$ cat src/rtl/bp_be_fp_result_collector.sv
// FP result collector: buffers FPU results in a 2-entry FIFO, NaN-boxes single-precision
// FP-destination results on entry, and hands them to writeback over valid/ready. Exception
// flags of retired results accumulate into a sticky fflags register with a CSR write port.
module bp_be_fp_result_collector #(
  parameter int unsigned dword_width_p    = 64,
  parameter int unsigned word_width_p     = 32,
  parameter int unsigned reg_addr_width_p = 5
) (
  input  logic                        clk_i,
  input  logic                        reset_i,

  input  logic                        fpu_v_i,
  output logic                        fpu_ready_o,
  input  logic [dword_width_p-1:0]    fpu_data_i,
  input  logic [4:0]                  fpu_eflags_i,
  input  logic                        fpu_opr_i,
  input  logic                        fpu_fp_dest_i,
  input  logic [reg_addr_width_p-1:0] fpu_rd_addr_i,

  input  logic                        flush_i,

  output logic                        wb_v_o,
  input  logic                        wb_ready_i,
  output logic [dword_width_p-1:0]    wb_data_o,
  output logic                        wb_fp_dest_o,
  output logic [reg_addr_width_p-1:0] wb_rd_addr_o,

  input  logic                        fflags_w_v_i,
  input  logic [4:0]                  fflags_w_data_i,
  output logic [4:0]                  fflags_o
);

  // Output precision encoding of the FPU.
  localparam logic PrSingle = 1'b1;

  typedef enum logic [1:0] {StEmpty, StOne, StTwo} state_e;

  state_e                      state_q;
  logic                        fpu_ready_q;
  logic                        wb_v_q;
  logic                        wptr_q;
  logic                        rptr_q;
  logic [dword_width_p-1:0]    data_q    [2];
  logic [4:0]                  eflags_q  [2];
  logic [1:0]                  fp_dest_q;
  logic [reg_addr_width_p-1:0] rd_addr_q [2];
  logic [4:0]                  fflags_q;
  logic [4:0]                  fflags_d;

  logic                        enq;
  logic                        deq;
  logic [dword_width_p-1:0]    enq_data;

  // Handshakes use only registered ready/valid, so there is no wb_ready_i -> fpu_ready_o path.
  always_comb begin
    enq = fpu_v_i & fpu_ready_q & ~flush_i;
    deq = wb_v_q & wb_ready_i & ~flush_i;
  end

  // NaN-box single-precision results headed for the FP regfile.
  always_comb begin
    enq_data = fpu_data_i;
    if (fpu_fp_dest_i && (fpu_opr_i == PrSingle)) begin
      enq_data = {{(dword_width_p - word_width_p){1'b1}}, fpu_data_i[word_width_p-1:0]};
    end
  end

  // Occupancy FSM with registered ready/valid outputs.
  always_ff @(posedge clk_i) begin
    if (reset_i || flush_i) begin
      state_q     <= StEmpty;
      fpu_ready_q <= 1'b1;
      wb_v_q      <= 1'b0;
    end else begin
      unique case (state_q)
        StEmpty: begin
          if (enq) begin
            state_q <= StOne;
            wb_v_q  <= 1'b1;
          end
        end
        StOne: begin
          if (enq && !deq) begin
            state_q     <= StTwo;
            fpu_ready_q <= 1'b0;
          end else if (deq && !enq) begin
            state_q <= StEmpty;
            wb_v_q  <= 1'b0;
          end
        end
        StTwo: begin
          if (deq) begin
            state_q     <= StOne;
            fpu_ready_q <= 1'b1;
          end
        end
        default: begin
          state_q     <= StEmpty;
          fpu_ready_q <= 1'b1;
          wb_v_q      <= 1'b0;
        end
      endcase
    end
  end

  // Read/write pointers; a flush rewinds both so the next entry lands in slot 0.
  always_ff @(posedge clk_i) begin
    if (reset_i || flush_i) begin
      wptr_q <= 1'b0;
      rptr_q <= 1'b0;
    end else begin
      if (enq) wptr_q <= ~wptr_q;
      if (deq) rptr_q <= ~rptr_q;
    end
  end

  // Entry storage; cleared on reset so the idle writeback outputs read as zero.
  always_ff @(posedge clk_i) begin
    if (reset_i) begin
      for (int i = 0; i < 2; i++) begin
        data_q[i]    <= '0;
        eflags_q[i]  <= '0;
        rd_addr_q[i] <= '0;
      end
      fp_dest_q <= '0;
    end else if (enq) begin
      data_q[wptr_q]    <= enq_data;
      eflags_q[wptr_q]  <= fpu_eflags_i;
      fp_dest_q[wptr_q] <= fpu_fp_dest_i;
      rd_addr_q[wptr_q] <= fpu_rd_addr_i;
    end
  end

  // Sticky flags: CSR write replaces the base, the retiring entry's flags are ORed on top.
  always_comb begin
    fflags_d = fflags_w_v_i ? fflags_w_data_i : fflags_q;
    if (deq) fflags_d = fflags_d | eflags_q[rptr_q];
  end

  // Sticky fflags register.
  always_ff @(posedge clk_i) begin
    if (reset_i) fflags_q <= '0;
    else         fflags_q <= fflags_d;
  end

  assign fpu_ready_o  = fpu_ready_q;
  assign wb_v_o       = wb_v_q;
  assign wb_data_o    = data_q[rptr_q];
  assign wb_fp_dest_o = fp_dest_q[rptr_q];
  assign wb_rd_addr_o = rd_addr_q[rptr_q];
  assign fflags_o     = fflags_q;

endmodule

$ cat config.mk
export PLATFORM = sky130hd
export DESIGN_NAME = bp_be_fp_result_collector
export DESIGN_NICKNAME = d
export VERILOG_FILES = /design/src/rtl/bp_be_fp_result_collector.sv
export SDC_FILE = /design/constraint.sdc
export NUM_CORES = 1
export LEC_CHECK = 0
export ABC_AREA = 1
export CAP_MARGIN = 15
export CORE_ASPECT_RATIO = 0.8
export CORE_MARGIN = 5
export CORE_UTILIZATION = 45
export CTS_CLUSTER_SIZE = 14
export DETAILED_ROUTE_END_ITERATION = 10
export PLACE_DENSITY_LB_ADDON = 0.25
export SLEW_MARGIN = 20
export SYNTH_ARGS = -nofsm -noshare
export SYNTH_HDL_FRONTEND = slang
export SYNTH_SLANG_ARGS = --single-unit
$ cat constraint.sdc
create_clock -name clk_i -period 3.4 [get_ports clk_i]
set_input_delay 1.02 -clock clk_i [delete_from_list [all_inputs] [get_ports clk_i]]
set_output_delay 1.02 -clock clk_i [all_outputs]
set_load 0.01 [all_outputs]
=== Yosys cells after proc, flatten, opt, wreduce, memory -nomap -nowiden ===
Memories as Yosys holds them, arrays and structs flattened. A register that Yosys moved wholly into a read port is not among the register bits.
Cells that the tools add are included.

* Logic and storage cells: 85
* Bits in latches: 0
* Memories: 3
* Memory bits (read-only): 0
* Output and inout port bits: 77
* Flip-flop bits (word level): 13
* Memory bits (writable): 148
* Input port bits: 87

* Div/mod/pow operators: 0
* Add/sub/neg operators: 0
* $lt $le $gt $ge: 3
* Bitwise gates (word level): 10
* Reductions and logical operators: 14
* Eq/ne operators: 8
* Shift operators: 0
* Muxes and demuxes: 40
* $mul: 0

{| class="wikitable"
|+ Memories
! name !! words !! width !! rd ports !! clocked after Yosys merged registers in !! write ports !! RTL line !! text
|-
| data_q || 2 || 64 || 1 || 1 || 2 || 43 || <nowiki>logic [dword_width_p-1:0] data_q [2];</nowiki>
|-
| eflags_q || 2 || 5 || 1 || 1 || 2 || 44 || <nowiki>logic [4:0] eflags_q [2];</nowiki>
|-
| rd_addr_q || 2 || 5 || 1 || 1 || 2 || 46 || <nowiki>logic [reg_addr_width_p-1:0] rd_addr_q [2];</nowiki>
|}

{| class="wikitable"
|+ Operators with widths
! kind !! number
|-
| two-way mux 64 bit || 2
|-
| OR reduction 64 bit || 1
|-
| two-way mux 1 bit || 25
|-
| two-way mux 5 bit || 4
|-
| != test 2 bit (second input constant) || 5
|-
| OR reduction 5 bit || 2
|-
| two-way mux 2 bit || 4
|-
| case mux 1 bit (3 select lines) || 2
|-
| case mux 2 bit (3 select lines) || 1
|-
| AND reduction 3 bit || 2
|-
| inverter 1 bit || 5
|-
| OR 5 bit || 1
|-
| AND 1 bit || 4
|-
| logical AND 1 bit || 4
|-
| < comparator 1 x 2 -> 1 bit (second input constant) || 2
|-
| AND reduction 4 bit || 1
|-
| != test 3 bit (second input constant) || 1
|-
| bitwise mux 2 bit || 1
|-
| == test 2 x 1 -> 1 bit (second input constant) || 1
|-
| == test 2 bit (second input constant) || 1
|-
| logical NOT 1 bit || 2
|-
| logical NOT 2 bit || 1
|-
| demux 1 bit (select 1 bit) || 1
|-
| >= comparator 1 bit (second input constant) || 1
|-
| logical OR 1 bit || 1
|}

=== Logic depth before layout (Yosys ltp) ===
* Depth in word-level cells: 7
* Mapped depth: 8
* Mapped depth without buffers: 8

=== Worst setup path before layout ===
OpenSTA, ideal clock, no wires.

* Path kind: input-to-reg
* From: input flush_i
* To: memory data_q[0][0], enable pin
* Buffers on the path: 2
* Arrival time: 3,184 ps
* Stages: 7
* Data required time: 2,965 ps
* Setup time: 435 ps
* Setup slack: -218 ps
* Cell sequence: inv_2 > nand3_4 > inv_4 > nand3_2 > buf_6 > buf_6 > nand2_1

{| class="wikitable"
|+ RTL lines
! what !! RTL line !! text
|-
| start, declared || 20 || <nowiki>input logic flush_i,</nowiki>
|-
| end, declared || 43 ||
|}

==> results by group <==
Placement
  – Routability cong.: 0.749
  – Dpl hpwl: 10,100 um
  – Post-Place Cell Area: approximately 9000 um^2
  – Port Buffers: 163

Final layout
  – Multi-input logic area: 1890 um^2
  – Nets@finish: 814
  – N_diodes: 0
  – Fillers: ~1,200
  – Final core utilization: between 60% and 70%
  – Share of layout cells above drive strength 1: 20.2%
  – Seq. cell area: 4730 um^2
  – Syn-to-layout area delta: 34.4%
  – Final instance area: between 9000 and 10,000 um^2

Synthesis
  – Seq/Total Area, Yosys: approximately two thirds
  – Synthesized instance count: ~570
  – Post-synth top area cell: edfxtp_1
  – Post-Syn Area: between 7000 and 8000 um^2
  – Synth Warn #: 0
  – Syn Area/Cell: between 10 and 15 um^2
  – Net Count, Synth: about 650
  – Most common cell in the synthesized netlist: edfxtp_1
  – Cell variety after synth: 23
  – Asr flop ratio synth: 0%
  – Synthesized flop and latch total: roughly 160
  – Area fraction of the dominant cell type after synthesis: 62.1%
  – Post-synth EDFFs: approximately 150
  – Most frequent cells after synthesis: edfxtp_1, inv_1, nor2_1, mux2_2, a21oi_1
  – Synth Flop Type: edfxtp_1
  – Synth area leaders: edfxtp_1, mux2_2, a21oi_1, inv_1, dfxtp_1

Floorplan
  – DIE HEIGHT: about 120 um
  – Die Area: about 19,000 um^2
  – IO Count: roughly 160
  – Core area: approximately 16,000 um^2
  – Site row count: between 40 and 50
  – Starting Density: between 40% and 50%
  – Die Span X: 151 um

Global routing
  – Largest net degree at the start of global routing: a little under 80
  – GR Overflow Total: 0
  – Gr usage total: between 15 and 20%
  – Vias in the first global route: 4,883
  – Global-route wire length before repair: about 24,000 um
  – Initial antenna violation count: 0

Clock network
  – CTS max path bufs: 2
  – Hold buffers post-CTS: 0
  – CTS root buf: clkbuf_16
  – CTS resizes: 0
  – Total CTS buffers: 17
  – Setup bufs post-CTS: 0
  – TritonCTS clock tree: yes
  – Worst skew pair latency: a little over 0.4 ns
  – TritonCTS Sinks: roughly 160
  – Worst-path clk slew: approximately 0.06 ns
  – H-tree level count: 4

STA
  – Clk_skew: between 0.008 and 0.009 ns
  – Setup TNS: 0 ns
  – Fin crit share: 93.6%
  – RSZ-0062 raised after global routing: false
  – Rel. slew slack: between 70% and 80%
  – Fin. max-slew vios: 0
  – Final Hold Fails: 0
  – Tmin final: around 3.2 ns
  – FMAX: 0.314 GHz
  – Fin Hold WS: approximately 0.51 ns
  – Worst Tran Pin Value: between 0.4 and 0.5 ns
  – Setup violators final: 0

Routing
  – # DRC: 0
  – Drt total wl: 15,300 um
  – Final ANT Viol Nets: 0
  – Via-per-instance ratio: ~4.9
  – Initial DRC count: 329
  – Via count: 4,642
  – First-pass DRT Iterations: 5
  – Drt wl/cell: around 16 um

Setup path
  – Max FO, Critical Path: 19
  – Reg2Reg Depth: 8
  – Crit path launch type: flip-flop
  – CP endpoint kind: output pin
  – Critical Path AT: 2.16 ns
  – Setup CP Type: flip-flop to output pin
  – WP data required: 2.38 ns

Pwr
  – Pwr dens: 485 nW/um^2
  – Leakage: 3.80 nW
  – VDD IR max: ~0.00036 V
  – Final Power: approximately 4.7 mW

Job
  – Max Cap Viol: 0

Min path
  – Hold crit path type: flip-flop to flip-flop
  – Min-Delay Path Depth: 2

Status
  – Status: finished clean
-- power breakdown --
group / switching [mW] / leakage, nW / total, mW / internal [mW]
Combinational: 0.224 / 1.86 / 0.484 / 0.260
Clock: 0.738 / 0.284 / 1.88 / 1.15
Sequential: 0.0254 / 1.65 / 2.30 / 2.27
-- stage by stage --
step	instances	worst slack, ns
2_1_floorplan	565	0.0569
3_3_place_gp	921	0.593
3_5_place_dp	921	0.561
4_1_cts	953	0.159
5_1_grt	953	0.114
6_report	953	0.218
-- final cells by class --
cell class              count  area share, %
clock buffers              17           4.42
clock inverters            15           1.73
inverters                  91           3.58
multi-input cells         280           19.7
flip-flops and latches    162           49.1
well taps                 215           2.80
repair buffers            173           18.7
-- critical path, stage by stage (launching register included) --
cell and delay, ns:
dfxtp_4 0.52, buf_4 0.34, mux2_2 0.40, clkdlybuf4s50_1 0.49
-- logic make-up after synthesis --
kind of cell / share of synthesized area [%]
flip-flops: 66.0
buffers and inverters: 7.99
AND/OR/NAND/NOR: 7.22
AO/OA/AOI/OAI: 6.87
multiplexers: 11.6
adder cells (fa/ha/maj): 0.350
-- registers in the layout, indices dropped and copies added (netlist names), named ones only --
signal	flops
rd_addr_q	10
data_q	128
fflags_o	5
fpu_ready_o	1
wb_v_o	1
rptr_q	1
state_q	2
fp_dest_q	2
eflags_q	10
wptr_q	1
-- layer usage --
layer  wire length (um)  track usage (%)  vias to the layer above
met1               6630             22.0                     2245
li1                   -                -                     2244
met5                  0                0                        -
met4                149             4.42                        0
met2               7500             28.3                      138
met3               1030             5.28                       15
-- final timing paths --
path	startpoint	to	slack, ns
min	fp_dest_q[1]	fp_dest_q[1]	0.51
max	flip-flop	wb_data_o[55]	0.22
min reg2reg	fp_dest_q[1]	fp_dest_q[1]	0.51
max reg2reg	wb_v_o	wb_v_o	1.76
-- placed cells by master (no fill, tap or decap) --
cell,instances
a21oi_1,67
a21oi_2,10
a31oi_1,1
buf_12,7
buf_4,3
bufinv_16,3
clkbuf_16,17
clkdlybuf4s50_1,163
clkinv_1,2
clkinv_2,4
clkinv_4,2
clkinvlp_4,3
dfxtp_1,13
dfxtp_4,1
edfxtp_1,148
ha_1,2
inv_1,88
inv_2,2
inv_4,1
inv_6,1
mux2_2,69
mux2i_1,5
nand2_1,16
nand2_2,1
nand2_4,2
nand3_1,4
nand3_4,3
nor2_1,70
nor2_2,20
o211ai_1,5
o21ai_0,5
Note: power is estimated with default switching activity, not from simulation.
